`config.mk`:
```
export PLATFORM = sky130hd
export DESIGN_NAME = riscv_v_operand_bypass
export DESIGN_NICKNAME = d
export VERILOG_FILES = /design/src/rtl/riscv_v_pkg.sv /design/src/rtl/riscv_v_splat.sv /design/src/rtl/riscv_v_operand_bypass.sv
export SDC_FILE = /design/constraint.sdc
export NUM_CORES = 1
export LEC_CHECK = 0
export CAP_MARGIN = 20
export CORE_AREA = 4 4 267 269
export CTS_CLUSTER_DIAMETER = 80
export DETAILED_ROUTE_END_ITERATION = 10
export DIE_AREA = 0 0 271 273
export GPL_ROUTABILITY_DRIVEN = 0
export PLACE_DENSITY_LB_ADDON = 0.1
export SLEW_MARGIN = 20
export SYNTH_ARGS = -nofsm -noshare
export SYNTH_HDL_FRONTEND = slang
export SYNTH_SLANG_ARGS = --single-unit
```
`constraint.sdc`:
```
create_clock -name clk -period 2.3 [get_ports clk]
set_input_delay 0.23 -clock clk [delete_from_list [all_inputs] [get_ports clk]]
set_output_delay 0.23 -clock clk [all_outputs]
set_load 0.02 [all_outputs]
```
`src/rtl/riscv_v_pkg.sv`:
```
// rtl/riscv_v_pkg.sv - shared vector types and defaults for the operand path
package riscv_v_pkg;

  localparam int RISCV_V_DATA_WIDTH = 128;
  localparam int HIST_DEPTH_DEFAULT = 2;
  localparam int REG_ADDR_W_DEFAULT = 5;

  typedef enum logic [1:0] {
    SEW8  = 2'd0,
    SEW16 = 2'd1,
    SEW32 = 2'd2,
    SEW64 = 2'd3
  } sew_t;

  typedef logic [RISCV_V_DATA_WIDTH-1:0] riscv_v_data_t;

  typedef struct packed {
    logic                          valid;
    logic [REG_ADDR_W_DEFAULT-1:0] addr;
    riscv_v_data_t                 data;
  } riscv_v_fwd_entry_t;

endpackage

```
`src/rtl/riscv_v_splat.sv`:
```
// rtl/riscv_v_splat.sv - SEW-aware sign-extending scalar splat across a vector
module riscv_v_splat
  import riscv_v_pkg::*;
#(
  parameter int DATA_WIDTH = RISCV_V_DATA_WIDTH,
  parameter int XLEN       = 32
) (
  input  logic [XLEN-1:0]       integer_data,
  input  sew_t                  sew,
  output logic [DATA_WIDTH-1:0] splat
);

  // The low bytes of a 64-bit sign extension are exactly the truncated and
  // sign-extended element for every narrower SEW, so one source serves all.
  logic [63:0] ext;
  logic [2:0]  byte_mask;

  assign ext       = 64'(signed'(integer_data));
  assign byte_mask = 3'((4'd1 << sew) - 4'd1);

  // Each output byte copies the byte at the same offset within its element.
  always_comb begin
    splat = '0;
    for (int i = 0; i < DATA_WIDTH / 8; i++) begin
      splat[i*8 +: 8] = ext[32'(3'(i) & byte_mask) * 8 +: 8];
    end
  end

endmodule

```
`src/rtl/riscv_v_operand_bypass.sv`:
```
// rtl/riscv_v_operand_bypass.sv - vector operand forwarding, splat and output register
module riscv_v_operand_bypass
  import riscv_v_pkg::*;
#(
  parameter int DATA_WIDTH = RISCV_V_DATA_WIDTH,
  parameter int XLEN       = 32,
  parameter int HIST_DEPTH = HIST_DEPTH_DEFAULT,
  parameter int REG_ADDR_W = REG_ADDR_W_DEFAULT
) (
  input  logic                  clk,
  input  logic                  rst_n,
  input  logic                  flush,
  input  logic                  in_valid,
  output logic                  in_ready,
  input  logic [REG_ADDR_W-1:0] vs1_addr,
  input  logic [REG_ADDR_W-1:0] vs2_addr,
  input  logic [DATA_WIDTH-1:0] srca,
  input  logic [DATA_WIDTH-1:0] srcb,
  input  logic                  is_scalar_int,
  input  logic [XLEN-1:0]       integer_data,
  input  logic [1:0]            sew,
  input  logic                  wb_valid,
  input  logic [REG_ADDR_W-1:0] wb_addr,
  input  logic [DATA_WIDTH-1:0] wb_data,
  output logic                  out_valid,
  input  logic                  out_ready,
  output logic [DATA_WIDTH-1:0] srca_byp,
  output logic [DATA_WIDTH-1:0] srcb_byp,
  output logic [1:0]            fwd_hit
);

  logic [HIST_DEPTH-1:0] hist_valid;
  logic [REG_ADDR_W-1:0] hist_addr [HIST_DEPTH];
  logic [DATA_WIDTH-1:0] hist_data [HIST_DEPTH];

  logic [DATA_WIDTH-1:0] splat_data;
  logic [DATA_WIDTH-1:0] a_data, b_data;
  logic                  a_hit, b_hit;
  logic                  capture;

  riscv_v_splat #(
    .DATA_WIDTH(DATA_WIDTH),
    .XLEN      (XLEN)
  ) u_splat (
    .integer_data(integer_data),
    .sew         (sew_t'(sew)),
    .splat       (splat_data)
  );

  assign in_ready = !out_valid || out_ready;
  assign capture  = in_valid && in_ready;

  // Write-back history: shifts on every write-back regardless of stalls.
  always_ff @(posedge clk or negedge rst_n) begin
    if (!rst_n) begin
      hist_valid <= '0;
      for (int i = 0; i < HIST_DEPTH; i++) begin
        hist_addr[i] <= '0;
        hist_data[i] <= '0;
      end
    end else if (flush) begin
      hist_valid <= '0;
    end else if (wb_valid) begin
      for (int i = HIST_DEPTH - 1; i > 0; i--) begin
        hist_valid[i] <= hist_valid[i-1];
        hist_addr[i]  <= hist_addr[i-1];
        hist_data[i]  <= hist_data[i-1];
      end
      hist_valid[0] <= 1'b1;
      hist_addr[0]  <= wb_addr;
      hist_data[0]  <= wb_data;
    end
  end

  // Operand resolution: oldest to youngest so later matches override, then
  // the same-cycle write-back, then the scalar splat for operand A.
  always_comb begin
    a_data = srca;
    b_data = srcb;
    a_hit  = 1'b0;
    b_hit  = 1'b0;
    for (int i = HIST_DEPTH - 1; i >= 0; i--) begin
      if (hist_valid[i] && hist_addr[i] == vs1_addr) begin
        a_data = hist_data[i];
        a_hit  = 1'b1;
      end
      if (hist_valid[i] && hist_addr[i] == vs2_addr) begin
        b_data = hist_data[i];
        b_hit  = 1'b1;
      end
    end
    if (wb_valid && wb_addr == vs1_addr) begin
      a_data = wb_data;
      a_hit  = 1'b1;
    end
    if (wb_valid && wb_addr == vs2_addr) begin
      b_data = wb_data;
      b_hit  = 1'b1;
    end
    if (is_scalar_int) begin
      a_data = splat_data;
      a_hit  = 1'b0;
    end
  end

  // Output register: flush beats capture; outputs hold while stalled.
  always_ff @(posedge clk or negedge rst_n) begin
    if (!rst_n) begin
      out_valid <= 1'b0;
      srca_byp  <= '0;
      srcb_byp  <= '0;
      fwd_hit   <= '0;
    end else if (flush) begin
      out_valid <= 1'b0;
    end else if (capture) begin
      out_valid <= 1'b1;
      srca_byp  <= a_data;
      srcb_byp  <= b_data;
      fwd_hit   <= {b_hit, a_hit};
    end else if (out_ready) begin
      out_valid <= 1'b0;
    end
  end

endmodule
```
# After elaboration in Yosys (flattened, before gate mapping)
# Cells that the tools add are included.
# classes
n_reduce_logical	13
n_mul	0
n_shift	8
n_addsub	1
muxes	19
n_div	0
magnitude_cmp	0
eq_ne	6
n_bitwise	1
# ops
operator	n
$mux 128	7
$shiftx 64x7->8	4
$shiftx 64x6->8	2
$shiftx 64x5->8	1
$eq 5x5->1	6
$mux 1	10
$logic_and 1x1->1	7
$mux 2	2
$reduce_and 2->1	2
$reduce_bool 3->1	1
$shl 1x2->3 const A	1
$sub 3x1->3 const B	1
$reduce_bool 2->1	1
$logic_not 1->1	1
$logic_or 1x1->1	1
$not 1->1	1
# word_totals
word_cells	57
regBits	527
latch_bits	0
mem_count	0
mem_bits_rw	0
mem_bits_ro	0
in_bits	440
output_inout_bits	260

# Depth between registers and ports, before layout
# logic_depth
ltp_word	6
depth_mapped	9
mapped_depth_nobuf	6

# Modules after synthesis
# From an unflattened synthesis, not the netlist that was laid out.
# hier_totals
cells_unflattened	2890
area_unflattened_um2	31023.5
# by_module_without_submodules
mod	instances	area_each_um2	cells_each	seq_area_each_um2
riscv_v_operand_bypass	1	29524.6	2707	13187.6
riscv_v_splat	1	1498.9	183	0.0

# Worst setup path after synthesis
# Ideal clock, no wire load.
# synth_path
kind	register to register
start	register hist_addr[3] in the netlist's numbering
end	register srcb_byp[118]
period_less_slack_ps	2086
t_required_ps	2174
slack_ps	214
arrival_time_ps	1960
path_stages_with_launch	10
setup_time_ps	126
path_buffers	3
path_cell_list	dfrtp_1 > xor2_1 > nor4_1 > and3_1 > clkbuf_1 > buf_4 > buf_4 > mux2i_1 > a21oi_1 > a221o_1
# synth_via
elab_chain_cells	5
# synth_lines
element	line	rtl
start, declared	riscv_v_operand_bypass.sv:33	logic [REG_ADDR_W-1:0] hist_addr [HIST_DEPTH];
start signal, assigned by index	riscv_v_operand_bypass.sv:66	hist_addr[i] <= hist_addr[i-1];
$eq 5x5->1	riscv_v_operand_bypass.sv:87	if (hist_valid[i] && hist_addr[i] == vs2_addr) begin
$logic_and 1x1->1	riscv_v_operand_bypass.sv:87	
$mux 128 (2 in series)	riscv_v_operand_bypass.sv:87	
$mux 128	riscv_v_operand_bypass.sv:96	if (wb_valid && wb_addr == vs2_addr) begin
end signal, assigned	riscv_v_operand_bypass.sv:118	srcb_byp <= b_data;
end, declared	riscv_v_operand_bypass.sv:28	output logic [DATA_WIDTH-1:0] srcb_byp,
# Every way passes these cells.
# A chain may end at the register's enable or synchronous reset.

# Final worst setup path
# layout_path
start	register hist_addr[3] in the netlist's numbering
end	register srcb_byp[124]
# The elaborated chain is that of the path after synthesis.

==> impl_metrics.env <==
export IMPL_worstSkewPairLatency_ns=0.64
export IMPL_hold_path_class="in -> async"
export IMPL_antenna_found_initial=36
export IMPL_drv_cap=0
export IMPL_worst_pin_slew_ns=0.8666
export IMPL_yosys_most_used_dff="dfrtp_1"
export IMPL_cp_num_buf_inv=2
export IMPL_first_global_vias=26582
export IMPL_finClkSkew_ns=0.01979
export IMPL_setup_ws_ns=0.01447
export IMPL_synth_top_area_cell="dfrtp_1"
export IMPL_tns_ns=0
export IMPL_grt_pass1_wl_um=184000
export IMPL_track_usage_pct=33.31
export IMPL_path_class="reg -> reg"
export IMPL_cts_tree="yes"
export IMPL_path_max_fanout=10
export IMPL_fp_dieW_um=271
export IMPL_mostFrequentLayoutCell="clkdlybuf4s50_1"
export IMPL_vias=25596
export IMPL_ys_seq_area_share_pct=49.04
export IMPL_drc_errors=0
export IMPL_required_ns=2.80
export IMPL_place_ws_ns=-0.5582
export IMPL_synth_cell_type_count=58
export IMPL_status="finished, final reports clean"
export IMPL_cp_slowest_cell="dfrtp_1"
export IMPL_grt_setup_unrepaired="true"
export IMPL_reg2reg_depth=8
export IMPL_clock_sinks=527
export IMPL_ys_ff_latch=527
export IMPL_hpwl_um=97390
export IMPL_h_tree_depth=2
export IMPL_detail_route_antenna_nets=0
export IMPL_start_kind="flip-flop"
export IMPL_wl_per_cell_um=29.66
export IMPL_synth_cell_area_um2=26890
export IMPL_start_util_pct=39.21
export IMPL_async_reset_ff_share_pct=100.0
export IMPL_post_route_cell_area_um2=39910
export IMPL_max_freq_ghz=0.4375
export IMPL_peakVddDrop_v=0.0005845
export IMPL_syn_instance_count=2426
export IMPL_r2r_start="hist_addr[3]"
export IMPL_synthToLayoutAreaGrowth_pct=48.42
export IMPL_layout_worst_path_cycle_share_pct=99.37
export IMPL_clk_pin_slew_worst_paths_ns=0.06
export IMPL_synth_edf_count=0
export IMPL_routed_wirelength_um=127700
export IMPL_slew_viol_final=0
export IMPL_placed_cell_area_um2=37520
export IMPL_cts_root_buffer="clkbuf_16"
export IMPL_grt_max_degree=81
export IMPL_setup_viol=0
export IMPL_die_area_um2=73980
export IMPL_via_per_inst=5.947
export IMPL_slew_headroom_pct=42.04
export IMPL_rows=96
export IMPL_period_needed_ns=2.286
export IMPL_layout_drive_gt1_share_pct=23.22
export IMPL_post_route_util_pct=58.19
export IMPL_cts_buffers=59
export IMPL_reg2reg_to="srcb_byp[124]"
export IMPL_cpPeakStageDelay_ns=0.39
export IMPL_clockBufferDepth=3
export IMPL_cp_end_kind="flip-flop"
export IMPL_cp_top_family="simple AND/OR/NAND/NOR gates"
export IMPL_yosysWarningCount=0
export IMPL_die_h_um=273
export IMPL_core_um2=68590
export IMPL_drt_pre_antenna_iters=6
export IMPL_io_buffers=699
export IMPL_final_cell_mix="clkdlybuf4s50_1 (697), dfrtp_1 (526), mux2_2 (289)"
export IMPL_fin_cells=4304
export IMPL_nets=3741
export IMPL_io_pins=700
export IMPL_p_leak_nw=16.38
export IMPL_drt_iter0_drc=2081
export IMPL_yosysTopAreaCellShare_pct=49.04
export IMPL_gr_total_overflow=0
export IMPL_arrival_ns=2.79
export IMPL_numPlacedInstances=4158
export IMPL_fillers=5688
export IMPL_hold_viol_final=0
export IMPL_syn_area_per_cell_um2=11.08
export IMPL_rrSetupSlack_ns=0.01
export IMPL_synth_area_leaders="dfrtp_1 (49%), mux2_2 (12%), mux2i_1 (7.6%)"
export IMPL_cp_cell_sequence="xor2_1, nor4_2, and3_4, buf_12, buf_4, mux2i_1, a21oi_1, a221o_1"
export IMPL_synth_fp_nets=2866
export IMPL_powerDensity_nw_per_um2=766.3
worst register-to-register path, stage by stage, from the launching register on:
cell and delay (ns):
dfrtp_1 0.39, xor2_1 0.17, nor4_2 0.32, and3_4 0.31
buf_12 0.18, buf_4 0.19, mux2i_1 0.21, a21oi_1 0.11
a221o_1 0.28
cells in the mapped netlist, drive strengths merged (16+ instances only):
library cell / instances
a21boi: 16
mux2: 289
o21ai: 222
mux2i: 204
buf: 64
o221ai: 51
o21bai: 21
dfrtp: 527
clkbuf: 158
nor2: 81
nand2: 130
a31oi: 24
a221o: 141
a22oi: 84
a21oi: 221
a21o: 28
per-stage QoR:
| step | power [mW] | hold WS (ns) |
|---|---|---|
| 6_report | 30.58 | 0.1472 |
| 5_1_grt | 31.76 | 0.1617 |
| 4_1_cts | 30.65 | 0.1361 |
| 3_5_place_dp | 20.37 | 0.2026 |
| 3_3_place_gp | 20.17 | 0.2040 |
| 2_1_floorplan | 15.68 | -0.06559 |
power by group:
group          internal [mW]  leakage [nW]  total (mW)  switching (mW)
clock                   6.16          1.04        10.2            4.07
combinational           4.16          9.05        7.93            3.78
sequential              11.0          6.29        12.4            1.43
total                   21.3          16.4        30.6            9.28
final cells by class:
cell class                      count  area (µm²)  share of cell area, %
Antenna cell                       23       57.56                 0.1442
Clock buffer                       88        1797                  4.502
Sequential cell                   527       13190                  33.05
Tap cell                          931        1165                  2.919
Clock inverter                     22       311.5                 0.7806
Timing Repair Buffer             1036       10430                  26.13
Inverter                            6       22.52                0.05643
Multi-Input combinational cell   1671       12940                  32.42
metal layers:
layer	share of wire (%)	vias up	GRT usage, %	wire length [µm]
met5	0.12	-	0	154
met4	4.9	26	15.28	6215
met3	8.0	286	8.130	10170
met2	49	1177	56.51	62170
met1	38	13054	40.19	48950
li1	-	11053	-	-
state kept, by name (all words and copies together) (netlist names):
name,count
fwd_hit,2
srca_byp,128
out_valid,1
hist_data,256
hist_addr,10
srcb_byp,128
hist_valid,2
cells by family (layout without fill, tap and decap cells):
| group | count (synthesis) | count (layout) | share of synthesized area (%) |
|---|---|---|---|
| buffers and inverters | 228 | 1152 | 3.629 |
| muxes | 493 | 493 | 19.70 |
| xor gates and xnor gates | 30 | 30 | 0.9772 |
| DFF | 527 | 527 | 49.04 |
| other | 0 | 23 | 0 |
| AOI/OAI and AO/OA | 887 | 887 | 22.47 |
| and+or+nand+nor | 261 | 261 | 4.183 |
timing repair:
action | 4_1_cts | 5_1_grt
endpoints found under the setup margin | 93 | 138
buffers inserted | 0 | 11
hold buffers | 2 | 0
endpoints found under the hold margin | 201 | 0
gates resized for setup | 5 | 55
pin swaps | 1 | 10
worst max-delay path by stage:
stage	start	to	slack, ns	cells past startpoint
finish	hist_addr[3]	srcb_byp[124]	0.01	8
global placement	vs1_addr[3]	srca_byp[1]	-0.51	10
floorplan	hist_addr[3]	srcb_byp[118]	0.21	9
global route	hist_addr[3]	srcb_byp[24]	-0.08	8
CTS	hist_addr[3]	srcb_byp[124]	0.006	8
detailed placement	vs1_addr[3]	srca_byp[2]	-0.56	10
Note: power is estimated with default switching activity, not from simulation.
==> RTL edit 1, RTL diff (same settings) <==
`XLEN` is set to 32 in 2 places; all go to 28.
--- a/src/rtl/riscv_v_splat.sv
+++ b/src/rtl/riscv_v_splat.sv
@@ -3,7 +3,7 @@
   import riscv_v_pkg::*;
 #(
   parameter int DATA_WIDTH = RISCV_V_DATA_WIDTH,
-  parameter int XLEN       = 32
+  parameter int XLEN       = 28
 ) (
   input  logic [XLEN-1:0]       integer_data,
   input  sew_t                  sew,
--- a/src/rtl/riscv_v_operand_bypass.sv
+++ b/src/rtl/riscv_v_operand_bypass.sv
@@ -3,7 +3,7 @@
   import riscv_v_pkg::*;
 #(
   parameter int DATA_WIDTH = RISCV_V_DATA_WIDTH,
-  parameter int XLEN       = 32,
+  parameter int XLEN       = 28,
   parameter int HIST_DEPTH = HIST_DEPTH_DEFAULT,
   parameter int REG_ADDR_W = REG_ADDR_W_DEFAULT
 ) (
Ports: changed (resized integer_data); port bits go from 700 to 696. The function was not compared with the original's and may differ.
==> RTL edit 1 against the unedited design <==
  * Worst setup slack better by 0.079 ns
  * Core utilization is 0.89 points lower
  * Clock skew is 0.011 ns higher
  * Power is 0.86% lower
  * Hold slack hardly changed
  * Critical path type unchanged
  * Sequential cell count stayed put
  * Final cell count is 0.93% lower
  * Synthesized cell count is 1.6% higher
  * Wire length is 5.9% higher
  * Die area stayed put
  * Final area is 1.5% lower
  * First-iteration DRC count is 41% higher
  * Synthesized area is 0.49% higher
  * Maximum frequency is 3.6% higher
==> RTL edit 1: results <==
group,metric,value,unit
cells_and_area,fin_nets,3681,
route,via_count,26800,
place,dp_hpwl,99.6,mm
route,wl_met1,54.3,mm
global_route,grt_usage,0.351,
global_route,antenna_found_initial,51,
setup_path,r2r_setup_slack,0.09,ns
setup_path,cp_data_arrival_time,2.74,ns
yosys,yosysUniqueCellTypes,51,
global_route,grt_max_degree,73,
route,wl_met2,61.4,mm
timing,max_slew_margin,0.483,
setup_path,crit_family,"buffers and inverters",
route,wl_met3,13.3,mm
setup_path,crit_fanout,30,
yosys,synth_fp_nets,2902,
global_route,grt_pass1_wl,194,mm
route,drt_iter0_drc,2926,
yosys,synth.area.top_cells,"dfrtp_1, mux2_2, o21ai_0, mux2i_1, a211oi_1",
place,portBuffers,695,
timing,fin_skew,0.0310,ns
setup_path,rr_worst_depth,7,
worst_hold_path,hp-class,"primary input to asynchronous set/reset pin",
setup_path,slowest_delay,0.41,ns
setup_path,r2r-start,"hist_addr[4]",
outcome,status,"completed",
cts,cts_setup_buffers,0,
setup_path,r2r-end,"srcb_byp[90]",
pwr,p_leak,16.9,nW
yosys,yosys-top-cells-count,"dfrtp_1, o21ai_0, mux2_2",
RTL edit 1: cells by family (layout without fill, tap and decap cells):
group	after synthesis	in the layout	share of synthesized area
compound gates	889	889	0.225
xor+xnor	30	30	0.00972
buf+inv	249	1075	0.0384
flops	527	527	0.488
mux	418	418	0.167
other cells	0	40	0
simple gates	353	354	0.0717
RTL edit 1: layer usage:
metal,vias up,GRT usage
met3,306,0.0965
li1,11200,-
met4,20,0.138
met2,1639,0.553
met5,-,0
met1,13600,0.463
RTL edit 1: worst min-delay path by stage:
stage | from | endpoint | cells after the start
after floorplan | rst_n | fwd_hit[0] | 0
after global placement | rst_n | srcb_byp[21] | 1
after detailed placement | rst_n | srcb_byp[21] | 1
after CTS | in_valid | out_valid | 3
after global routing | in_valid | out_valid | 3
final | rst_n | srcb_byp[21] | 2
RTL edit 1: report_power, final:
part | leakage [nW] | total (mW) | internal, mW | switching, mW
Clock | 0.973 | 9.67 | 5.56 | 4.11
Sequential | 6.27 | 12.4 | 11.0 | 1.44
Combinational | 9.68 | 8.21 | 4.08 | 4.13
RTL edit 1: layout make-up:
cell class,instances,area [um2]
Antenna cell,40,100
Clock buffer,82,1730
Clock inverter,27,230
Fill cell,5781,29300
Inverter,7,27.5
Multi-Input combinational cell,1691,13000
Sequential cell,527,13200
Tap cell,931,1160
Timing Repair Buffer,959,9900
RTL edit 1: stage by stage:
| step | area [um2] | total power, mW | cells | hold slack [ns] | worst slack (ns) |
|---|---|---|---|---|---|
| finish | 39300 | 30.3 | 4264 | 0.148 | 0.0935 |
| global route | 39300 | 31.4 | 4251 | 0.167 | 0.00866 |
| CTS | 39200 | 30.3 | 4223 | 0.134 | 0.0235 |
| detailed placement | 37200 | 20.6 | 4113 | 0.218 | -0.624 |
| global placement | 37200 | 20.4 | 4113 | 0.211 | -0.587 |
| floorplan | 27000 | 15.7 | 2466 | -0.0656 | 0.155 |
RTL edit 1: what timing repair did:
item / in CTS / in global routing
hold buffers: 1 / 0
pin swaps: 0 / 1
resized for setup: 1 / 4
hold endpoints to repair: 80 / 0
gates cloned: 0 / 1
setup endpoints to repair: 2 / 59
==> RTL edit 2, RTL diff (config.mk and constraints unchanged) <==
Without the edit above. Make the reset (`rst_n`) synchronous in 2 clocked blocks.
--- a/src/rtl/riscv_v_operand_bypass.sv
+++ b/src/rtl/riscv_v_operand_bypass.sv
@@ -51,7 +51,7 @@
   assign capture  = in_valid && in_ready;
 
   // Write-back history: shifts on every write-back regardless of stalls.
-  always_ff @(posedge clk or negedge rst_n) begin
+  always_ff @(posedge clk) begin
     if (!rst_n) begin
       hist_valid <= '0;
       for (int i = 0; i < HIST_DEPTH; i++) begin
@@ -104,7 +104,7 @@
   end
 
   // Output register: flush beats capture; outputs hold while stalled.
-  always_ff @(posedge clk or negedge rst_n) begin
+  always_ff @(posedge clk) begin
     if (!rst_n) begin
       out_valid <= 1'b0;
       srca_byp  <= '0;
Check against the original RTL: not settled (the Yosys comparison gave no result); the edit may change what the design does.
==> RTL edit 2 against the unedited design <==
  * Count of clock-buffer cells in the layout up 4
  * Sequential share of layout area is 1.3 points lower
  * Synthesized area grew 9.4%
  * Die area stayed put
  * Power decreased by 14%
  * Wire length grew 15%
  * Clock skew is 0.00078 ns lower
  * Final area up 4.4%
  * Worst setup slack gained 0.053 ns
  * Sequential cell count unchanged
  * Global-route usage up 4.4 points
==> RTL edit 2: results <==
group,metric,value,unit
outcome,status,"completed",
timing,fin_skew,0.0190,ns
setup_path,crit_slowest_cell,"clkdlybuf4s50_1",
pwr,peakVddDrop,555,uV
setup_path,r2r-start,"hist_addr[0][7]",
setup_path,crit_path_end,"in_ready",
yosys,yosysUniqueCellTypes,51,
yosys,synth.area.top_cells,"edfxtp_1, dfxtp_1, a21oi_1, and2_1, o21ai_0",
setup_path,cp_data_arrival_time,2.00,ns
place,placed_cells,4786,
yosys,synth_edf_count,266,
global_route,use_met3,0.0801,
pwr,p_leak,15.3,nW
cells_and_area,instances_no_fill,4918,
global_route,met2_usage,0.603,
yosys,async_flop_share,0,
global_route,grt_pass1_wl,212,mm
cells_and_area,fin_nets,4357,
yosys,synth_top_cell_area_share,0.271,
setup_path,slowest_delay,0.63,ns
setup_path,crit_fanout,4,
global_route,antenna_found_initial,25,
global_route,grt_pass1_vias,31500,
yosys,dominantRegCellSynth,"edfxtp_1",
global_route,use_met1,0.466,
global_route,grt_max_degree,116,
yosys,syn_inst,3223,
worst_hold_path,hp-class,"primary input to register",
cts,cts_made_buffers,59,
route,vias_per_cell,6.62,
route,wl_per_cell,29.9,um
yosys,yosysSeqAreaShare,0.449,
route,drt_iter0_drc,4370,
timing,max_slew_margin,0.544,
yosys,yosys-top-cells-count,"a21oi_1, o21ai_0, and2_1",
setup_path,r2r_setup_slack,0.11,ns
place,portBuffers,699,
setup_path,crit_family,"buffers and inverters",
setup_path,r2r-end,"srcb_byp[41]",
setup_path,rr_worst_depth,6,
## RTL edit 2: cell type report
type | count | area [um2]
diodes | 20 | 50.0
multi-input cells | 2307 | 14700
repair buffers | 1018 | 10500
flip-flops and latches | 527 | 13200
fillers | 5707 | 26900
clock inverters | 19 | 171
inverters | 4 | 15.0
well taps | 931 | 1160
clock buffers | 92 | 1840
## RTL edit 2: logic make-up after synthesis
family / share of synthesized area
flip-flops: 0.449
AO/OA/AOI/OAI: 0.298
XOR/XNOR: 0.00893
multiplexers: 0.0104
buffers and inverters: 0.0563
AND/OR/NAND/NOR: 0.177
## RTL edit 2: worst min path at each step
| stage | endpoint | slack (ns) | cells after the start |
|---|---|---|---|
| 2_1_floorplan | hist_valid[0] | 0.35 | 2 |
| 3_3_place_gp | fwd_hit[0] | 0.49 | 2 |
| 3_5_place_dp | fwd_hit[0] | 0.49 | 2 |
| 4_1_cts | out_valid | 0.20 | 3 |
| 5_1_grt | out_valid | 0.27 | 3 |
| 6_report | out_valid | 0.23 | 3 |
## RTL edit 2: routing by layer
layer  vias to the layer above  share of wire
met5                         -        0.00070
met4                        16          0.075
met3                       560           0.11
met2                      2558           0.45
met1                     15600           0.36
li1                      13800              -
## RTL edit 2: through the flow
| step | area (um2) | hold slack [ns] | total power [mW] | utilization | setup WS [ns] |
|---|---|---|---|---|---|
| 2_1_floorplan | 29400 | 0.346 | 13.2 | - | -2.71 |
| 3_3_place_gp | 39600 | 0.488 | 16.2 | 0.577 | -0.209 |
| 3_5_place_dp | 39600 | 0.488 | 16.3 | 0.577 | -0.198 |
| 4_1_cts | 41600 | 0.203 | 26.1 | 0.607 | 0.0166 |
| 5_1_grt | 41600 | 0.274 | 26.9 | 0.607 | 0.00751 |
| 6_report | 41700 | 0.227 | 26.2 | 0.607 | 0.0674 |
## RTL edit 2: timing repair
item,CTS,global route
hold buffers,1,0
resized for setup,1,0
endpoints found under the hold margin,6,0
buffers inserted,0,0
setup endpoints to repair,1,0
## RTL edit 2: tightest hold or removal path: stages
cell and delay [ns]:
clkdlybuf4s50_1 0.45, inv_1 0.07, a21oi_1 0.05
## RTL edit 2: power breakdown
group / switching (mW) / internal (mW)
clock: 4.15 / 5.80
sequential: 0.550 / 10.6
combinational: 2.77 / 2.38
